$ cat src/rtl/axis_upsizer_2x.sv
// axis_upsizer_2x: packs pairs of AXI-Stream beats into one double-width beat, counting emitted packets
module axis_upsizer_2x #(
    parameter int IN_WIDTH  = 32,
    parameter int CNT_WIDTH = 32
) (
    input  logic                    ACLK,
    input  logic                    ARESETN,
    input  logic [IN_WIDTH-1:0]     in_TDATA,
    input  logic [IN_WIDTH/8-1:0]   in_TKEEP,
    input  logic                    in_TLAST,
    input  logic                    in_TVALID,
    output logic                    in_TREADY,
    output logic [2*IN_WIDTH-1:0]   out_TDATA,
    output logic [IN_WIDTH/4-1:0]   out_TKEEP,
    output logic                    out_TLAST,
    output logic                    out_TVALID,
    input  logic                    out_TREADY,
    output logic [CNT_WIDTH-1:0]    packets
);
    localparam int KW = IN_WIDTH / 8;
    localparam logic [0:0] LOW  = 1'b0;
    localparam logic [0:0] HIGH = 1'b1;

    logic [0:0]          state;
    logic [IN_WIDTH-1:0] lo_data;
    logic [KW-1:0]       lo_keep;
    logic                in_xfer;
    logic                out_xfer;
    logic                load;

    assign in_TREADY = !out_TVALID || out_TREADY;
    assign in_xfer   = in_TVALID && in_TREADY;
    assign out_xfer  = out_TVALID && out_TREADY;
    assign load      = in_xfer && (state == HIGH || in_TLAST);

    // Pair assembly: first beat parks in the half register, second (or a lone last beat) fills the output register
    always_ff @(posedge ACLK or negedge ARESETN) begin
        if (!ARESETN) begin
            state      <= LOW;
            lo_data    <= '0;
            lo_keep    <= '0;
            out_TDATA  <= '0;
            out_TKEEP  <= '0;
            out_TLAST  <= 1'b0;
            out_TVALID <= 1'b0;
        end else begin
            if (in_xfer && state == LOW && !in_TLAST) begin
                lo_data <= in_TDATA;
                lo_keep <= in_TKEEP;
                state   <= HIGH;
            end else if (load) begin
                out_TDATA <= (state == HIGH) ? {in_TDATA, lo_data} : {{IN_WIDTH{1'b0}}, in_TDATA};
                out_TKEEP <= (state == HIGH) ? {in_TKEEP, lo_keep} : {{KW{1'b0}}, in_TKEEP};
                out_TLAST <= (state == HIGH) ? in_TLAST : 1'b1;
                state     <= LOW;
            end
            out_TVALID <= load ? 1'b1 : (out_xfer ? 1'b0 : out_TVALID);
        end
    end

    // Packet counter: one per accepted output beat carrying TLAST, wrapping naturally
    always_ff @(posedge ACLK or negedge ARESETN) begin
        if (!ARESETN)
            packets <= '0;
        else if (out_xfer && out_TLAST)
            packets <= packets + CNT_WIDTH'(1);
    end
endmodule
$ cat config.mk
export PLATFORM = sky130hd
export DESIGN_NAME = axis_upsizer_2x
export DESIGN_NICKNAME = d
export VERILOG_FILES = /design/src/rtl/axis_upsizer_2x.sv
export SDC_FILE = /design/constraint.sdc
export NUM_CORES = 1
export LEC_CHECK = 0
export ABC_CLOCK_PERIOD_IN_PS = 2200
export CAP_MARGIN = 20
export CORE_MARGIN = 2
export CORE_UTILIZATION = 50
export CTS_CLUSTER_DIAMETER = 100
export CTS_CLUSTER_SIZE = 12
export DETAILED_ROUTE_END_ITERATION = 10
export HOLD_SLACK_MARGIN = 0.06
export MAX_ROUTING_LAYER = met4
export PLACE_DENSITY = 0.81
export SLEW_MARGIN = 20
export SYNTH_ARGS = -nofsm -noshare
export SYNTH_HDL_FRONTEND = slang
export SYNTH_SLANG_ARGS = --single-unit
$ cat constraint.sdc
create_clock -name ACLK -period 2.2 [get_ports ACLK]
set_clock_uncertainty 0.05 [all_clocks]
set_input_delay 0.55 -clock ACLK [delete_from_list [all_inputs] [get_ports ACLK]]
set_output_delay 0.55 -clock ACLK [all_outputs]
set_load 0.01 [all_outputs]
==> results of run 1 <==
-- per-stage QoR --
stage          worst slack [ns]  instances  hold WS (ns)
4_1_cts                   0.121        738         0.437
6_report                  0.135        738         0.441
2_1_floorplan             0.379        413         0.204
3_5_place_dp             -0.218        705         0.428
3_3_place_gp             -0.198        705         0.416
5_1_grt                  0.0675        738         0.463
-- kinds of logic (layout without fill, tap and decap cells) --
logic type,count (synthesis),in the layout,synth area share [%]
xor gates and xnor gates,31,31,4.45
and+or+nand+nor,68,68,6.83
adders and majority gates,1,1,0.205
buffers and inverters,23,201,2.54
AOI/OAI and AO/OA,38,38,5.39
DFF,143,143,58.7
muxes,109,109,21.9
-- what timing repair did --
item,in CTS,in global routing
hold buffers,1,0
hold endpoints to repair,41,0
setup endpoints to repair,1,0
buffers inserted,0,0
resized for setup,1,0
-- how the worst max path moves through the flow --
stage | to | slack [ns] | from | cells after the start
finish | packets[23] | 0.13 | packets[23] | 1
global route | packets[23] | 0.07 | packets[23] | 1
CTS | packets[23] | 0.12 | packets[23] | 1
detailed placement | lo_data[21] | -0.22 | out_TREADY | 6
global placement | lo_data[13] | -0.20 | out_TREADY | 6
floorplan | out_TDATA[0] | 0.38 | out_TREADY | 5
-- cells in the mapped netlist, drive strengths merged --
| cell | instances | area (µm²) |
|---|---|---|
| nand3 | 11 | 55.1 |
| and4 | 2 | 17.5 |
| buf | 14 | 121 |
| or3 | 1 | 6.26 |
| nand4b | 2 | 17.5 |
| and2 | 2 | 13.8 |
| dfrtp | 143 | 3580 |
| xor2 | 7 | 61.3 |
| mux2 | 109 | 1340 |
| clkbuf | 7 | 26.3 |
| nor4 | 2 | 42.5 |
| nand2 | 14 | 55.1 |
| nand4 | 15 | 93.8 |
| inv | 2 | 7.51 |
| ha | 1 | 12.5 |
| nor3 | 4 | 25.0 |
| nand2b | 1 | 13.8 |
| a22o | 36 | 315 |
| xnor2 | 24 | 210 |
| and3 | 9 | 57.6 |
| nor2 | 5 | 18.8 |
| o21ai | 2 | 13.8 |
-- state kept, by name (all words and copies together), names as in the netlist --
signal	cells
out_TDATA	64
out_TKEEP	8
lo_keep	4
out_TLAST	1
state	1
lo_data	32
packets	32
out_TVALID	1
-- per-layer routing --
layer  wire (µm)  GRT usage (%)  vias up
met3         709           5.93       22
met5           0              -        -
met4         248           8.78        0
met2        6550           35.2      130
li1            -              -     1826
met1        5720           27.2     2043
-- final cells by class --
type	count	area [µm²]
sequential	143	3580
fill	787	3490
multi-input combinational	247	2370
timing repair buffer	167	1700
clock buffer	20	457
tap	147	184
clock inverter	12	165
inverter	2	7.51
-- power breakdown --
group	internal [W]	switching, W	total, W
clock network	0.00194	0.00106	0.00300
registers	0.00332	0.000438	0.00376
logic	0.00167	0.000930	0.00260
==> run summary, run 1 <==
vias - 4021
Vias/cell - 5.45
grt ovf - 0
Total GRT Usage - 22.2%
initial antenna violation count - 0
TritonCTS clock tree - built
Synth cell types - 30
Die ar. - 13100 µm²
# H-tree levels - 4
Final min period - 2.07 ns
max cap viols - 0
diodes inserted - 0
syn avg cell area - 14.8 µm²
Final TNS setup - 0 ns
max frequency - 484 MHz
Area Overhead vs Synth - 38.8%
Core ar. - 12000 µm²
crit share post-route - 93.9%
Top Ports - 148
Ys Warns - 0
Setup crit end kind - output port
Mapped Cells - 413
Layout Nets - 620
Hold Path Cell Cnt - 1
Crit-path slowest cell - clkdlybuf4s50_1
Worst Path Buf+Inv - 1
initial cell density of the core - 51.0%
largest net degree at the start of global routing - 46
drt pass-1 iters - 4
row count - 40
Clock Sink Count - 143
Slew headroom - 65.6%
Synth Register Bits - 143
Crit path arrival time - 1.47 ns
Routed Antenna Nets - 0
GPL Wtd Cong - 0.780
delay-heaviest family, CP - buffers and inverters
Critical Path RT - 1.60 ns
total power draw - 0.00936 W
vias in the first global route - 4281
crit path max fanout - 7
Clk Latency, worst-skew pair - 0.42 ns
cells on worst reg2reg path - 5
Finish-stage setup viols - 0
leakage - 3.77 nW
Post-route DRC - 0
HP Start - packets[31]
Final Max Tran Viols - 0
final hold violation count - 0
outcome - completed
Die W - 114 µm
port bufs - 147
unrepaired setup endpoints after global routing - no
CTS Buffer Depth - 2
routed len/inst - 17.9 µm
Num CTS Buffers - 17
critical path class - reg -> out
first-pass GRT wire length - 21700 µm
worst r2r src - out_TVALID
Post-Syn Area - 6100 µm²
worst slew pin tran - 0.512 ns
die span in y - 114 µm
share of layout cells above drive strength 1 - 28.8%
detailed placement HPWL - 8700 µm
critical path's largest stage delay - 0.59 ns
final wirelength - 13200 µm
hold worst-path end - packets[31]
CTS Root Cell - clkbuf_16
Clk pin slew, worst setup/hold paths - 0.06 ns
Final Cell Area - 8470 µm²
commonest cells after routing, fill and taps aside - 145 x clkdlybuf4s50_1, 142 x dfrtp_1, 80 x mux2_2, 36 x a22o_1, 29 x mux2_4
startpoint types - flop
most common cell after layout, fill and taps aside - clkdlybuf4s50_1
Critical R2R Capture - lo_data[15]
post-synthesis sequential area ratio - 58.7%
Power per Cell Area - 1110 nW/µm²
reg2reg setup slack - 0.43 ns
Hold WC Path Type - reg -> reg
final core utilization - 70.8%
Initial DRC Count - 246
Max rail drop VDD - 0.000680 V
Syn Nets - 455
CP Cell Sequence - clkdlybuf4s50_1
Area after DPL - 7840 µm²
(Power assumes the default switching activity.)
==> inputs of run 2 (changes only) <==
CORE_UTILIZATION = 45   (was 50)
PLACE_DENSITY = 0.74   (was 0.81)
==> run 2 against run 1 <==
Net effect:
- power fell by 2.6%
- wire length fell by 2.3%
- first-iteration DRC count up 16%
- highest routed layer unchanged
==> run summary, run 2 (synthesis gave the netlist of run 1 again) <==
Die ar. - 14500 µm² (+11%)
Final TNS setup - 0 ns (unchanged)
critical path class - in -> out
drt pass-1 iters - 4 (unchanged)
Post-Layout Cell Count - 768 (+4.1%)
CTS Root Cell - clkbuf_16
Crit-path slowest cell - clkdlybuf4s50_1
final wirelength - 12900 µm (-2.3%)
Critical R2R Capture - lo_data[12]
delay-heaviest family, CP - buffers and inverters
first-pass GRT wire length - 21300 µm (-2.3%)
row count - 42 (+5.0%)
reg2reg setup slack - 0.42 ns (about the same)
worst slew pin tran - 0.506 ns (-0.00549 ns)
Die W - 120 µm (+5.2%)
CP Cell Sequence - clkdlybuf4s50_1 -> nand2b_4 -> dlygate4sd2_1
Final Cell Area - 8490 µm² (+0.25%)
outcome - completed
share of layout cells above drive strength 1 - 28.5% (-0.22 points)
Max rail drop VDD - 0.000490 V (-28%)
Top Registers - out_TDATA: 64 flops, lo_data: 32 flops, packets: 32 flops
Hold Path Cell Cnt - 1 (unchanged)
Initial DRC Count - 285 (+16%)
diodes inserted - 0 (unchanged)
die span in y - 120 µm (+5.2%)
Crit path arrival time - 1.47 ns (about the same)
vias - 3966 (-1.4%)
unrepaired setup endpoints after global routing - no
pre-CTS WS - -0.224 ns (-0.00555 ns)
port bufs - 147 (unchanged)
Finish-stage setup viols - 0 (unchanged)
Top Ports - 148 (unchanged)
Final Max Tran Viols - 0 (unchanged)
Worst Path Buf+Inv - 2 (+1)
largest net degree at the start of global routing - 68 (+48%)
Clock Sink Count - 143 (unchanged)
crit share post-route - 94.3% (+0.43 points)
Final min period - 2.07 ns (+0.00938 ns)
Clk pin slew, worst setup/hold paths - 0.05 ns (about the same)
HP Start - packets[14]
Clk Latency, worst-skew pair - 0.42 ns (about the same)
Cells after DPL - 735 (+4.3%)
max cap viols - 0 (unchanged)
# H-tree levels - 4 (unchanged)
Vias/cell - 5.16 (-5.2%)
Setup WS post-layout - 0.125 ns (-0.00938 ns)
Core ar. - 13200 µm² (+11%)
GPL Wtd Cong - 0.812 (+4.1%)
worst r2r src - out_TVALID
most common cell after layout, fill and taps aside - clkdlybuf4s50_1
Hold WC Path Type - reg -> reg
TritonCTS clock tree - built
CTS Buffer Depth - 2 (unchanged)
max frequency - 482 MHz (-0.45%)
Routed Antenna Nets - 0 (unchanged)
final hold violation count - 0 (unchanged)
Layout Nets - 621 (+0.16%)
Area Overhead vs Synth - 39.2%
critical path's largest stage delay - 0.49 ns (-0.10 ns)
grt ovf - 0 (unchanged)
routed len/inst - 16.8 µm (-6.1%)
Reg with most FFs - out_TDATA
Post-route DRC - 0 (unchanged)
commonest cells after routing, fill and taps aside - 145 x clkdlybuf4s50_1, 142 x dfrtp_1, 80 x mux2_2, 36 x a22o_1, 29 x mux2_4
vias in the first global route - 4077 (-4.8%)
leakage - 3.77 nW (about the same)
Total GRT Usage - 19.4% (-2.8 points)
Area after DPL - 7910 µm² (+0.88%)
Num CTS Buffers - 17 (unchanged)
Power per Cell Area - 1070 nW/µm² (-2.9%)
startpoint types - primary input
initial antenna violation count - 0 (unchanged)
Critical Path RT - 1.60 ns (about the same)
Largest register FFs - 64 (unchanged)
initial cell density of the core - 46.1% (-4.9 points)
cells on worst reg2reg path - 5 (unchanged)
hold worst-path end - packets[14]
Setup crit end kind - output port
crit path max fanout - 4 (-3)
detailed placement HPWL - 8900 µm (+2.3%)
final core utilization - 64.1% (-6.7 points)
Slew headroom - 66.2% (+0.62 points)
run 2: cell types whose count changed in the layout (fill, tap and decap cells not counted), sizes merged:
| cell | change |
|---|---|
| buf | +1 |
| clkinv | -1 |
| bufinv | -3 |
| clkbuf | +6 |
| clkinvlp | -2 |
run 2: worst max path at each step:
stage,from,endpoint,slack [ns],cells after the start
6_report,out_TREADY,in_TREADY,0.13,3
5_1_grt,out_TREADY,in_TREADY,0.08,3
4_1_cts,out_TREADY,in_TREADY,0.10,3
3_5_place_dp,out_TREADY,lo_data[22],-0.22,6
3_3_place_gp,out_TREADY,lo_data[18],-0.20,6
2_1_floorplan,out_TREADY,out_TDATA[0],0.38,5
run 2: worst reg2reg max path: stages (launching register included):
cell      delay (ns)
dfrtp_1         0.44
nand2b_4        0.11
nand2_2         0.06
or3_2           0.46
buf_12          0.21
mux2_4          0.33
run 2: through the flow:
stage / power [W] / hold WS, ns
finish: 0.00911 / 0.442
global route: 0.00958 / 0.442
CTS: 0.00922 / 0.442
detailed placement: 0.00643 / 0.345
global placement: 0.00634 / 0.343
floorplan: 0.00499 / 0.204
run 2: final cells by class:
cell class / count / area, µm²
Fill cell: 992 / 4750
Sequential cell: 143 / 3580
Multi-Input combinational cell: 247 / 2370
Timing Repair Buffer: 168 / 1730
Clock buffer: 26 / 519
Tap cell: 176 / 220
Clock inverter: 6 / 55.1
Inverter: 2 / 7.51
run 2: power breakdown:
part / total, W / switching (W) / internal [W]
logic: 0.00262 / 0.000927 / 0.00169
registers: 0.00375 / 0.000436 / 0.00332
clock network: 0.00275 / 0.00102 / 0.00173
total: 0.00911 / 0.00238 / 0.00673
run 2: metal layers:
metal / vias to the layer above / global-route usage, % / wire length [µm]
li1: 1828 / - / -
met3: 17 / 4.43 / 642
met4: 0 / 7.19 / 187
met5: - / - / 0
met1: 2003 / 24.9 / 5690
met2: 118 / 30.2 / 6410
run 2: what timing repair did:
action                                  in CTS  in global routing
endpoints found under the setup margin       1                  0
endpoints found under the hold margin       15                  0
gates resized for setup                      1                  0
setup buffers                                0                  0
hold buffers                                 1                  0
==> inputs of run 3 (changes only) <==
CAP_MARGIN = 10   (was 20)
==> results of run 3 <==
No change in the layout: final DEF, timing and power equal those of run 2.
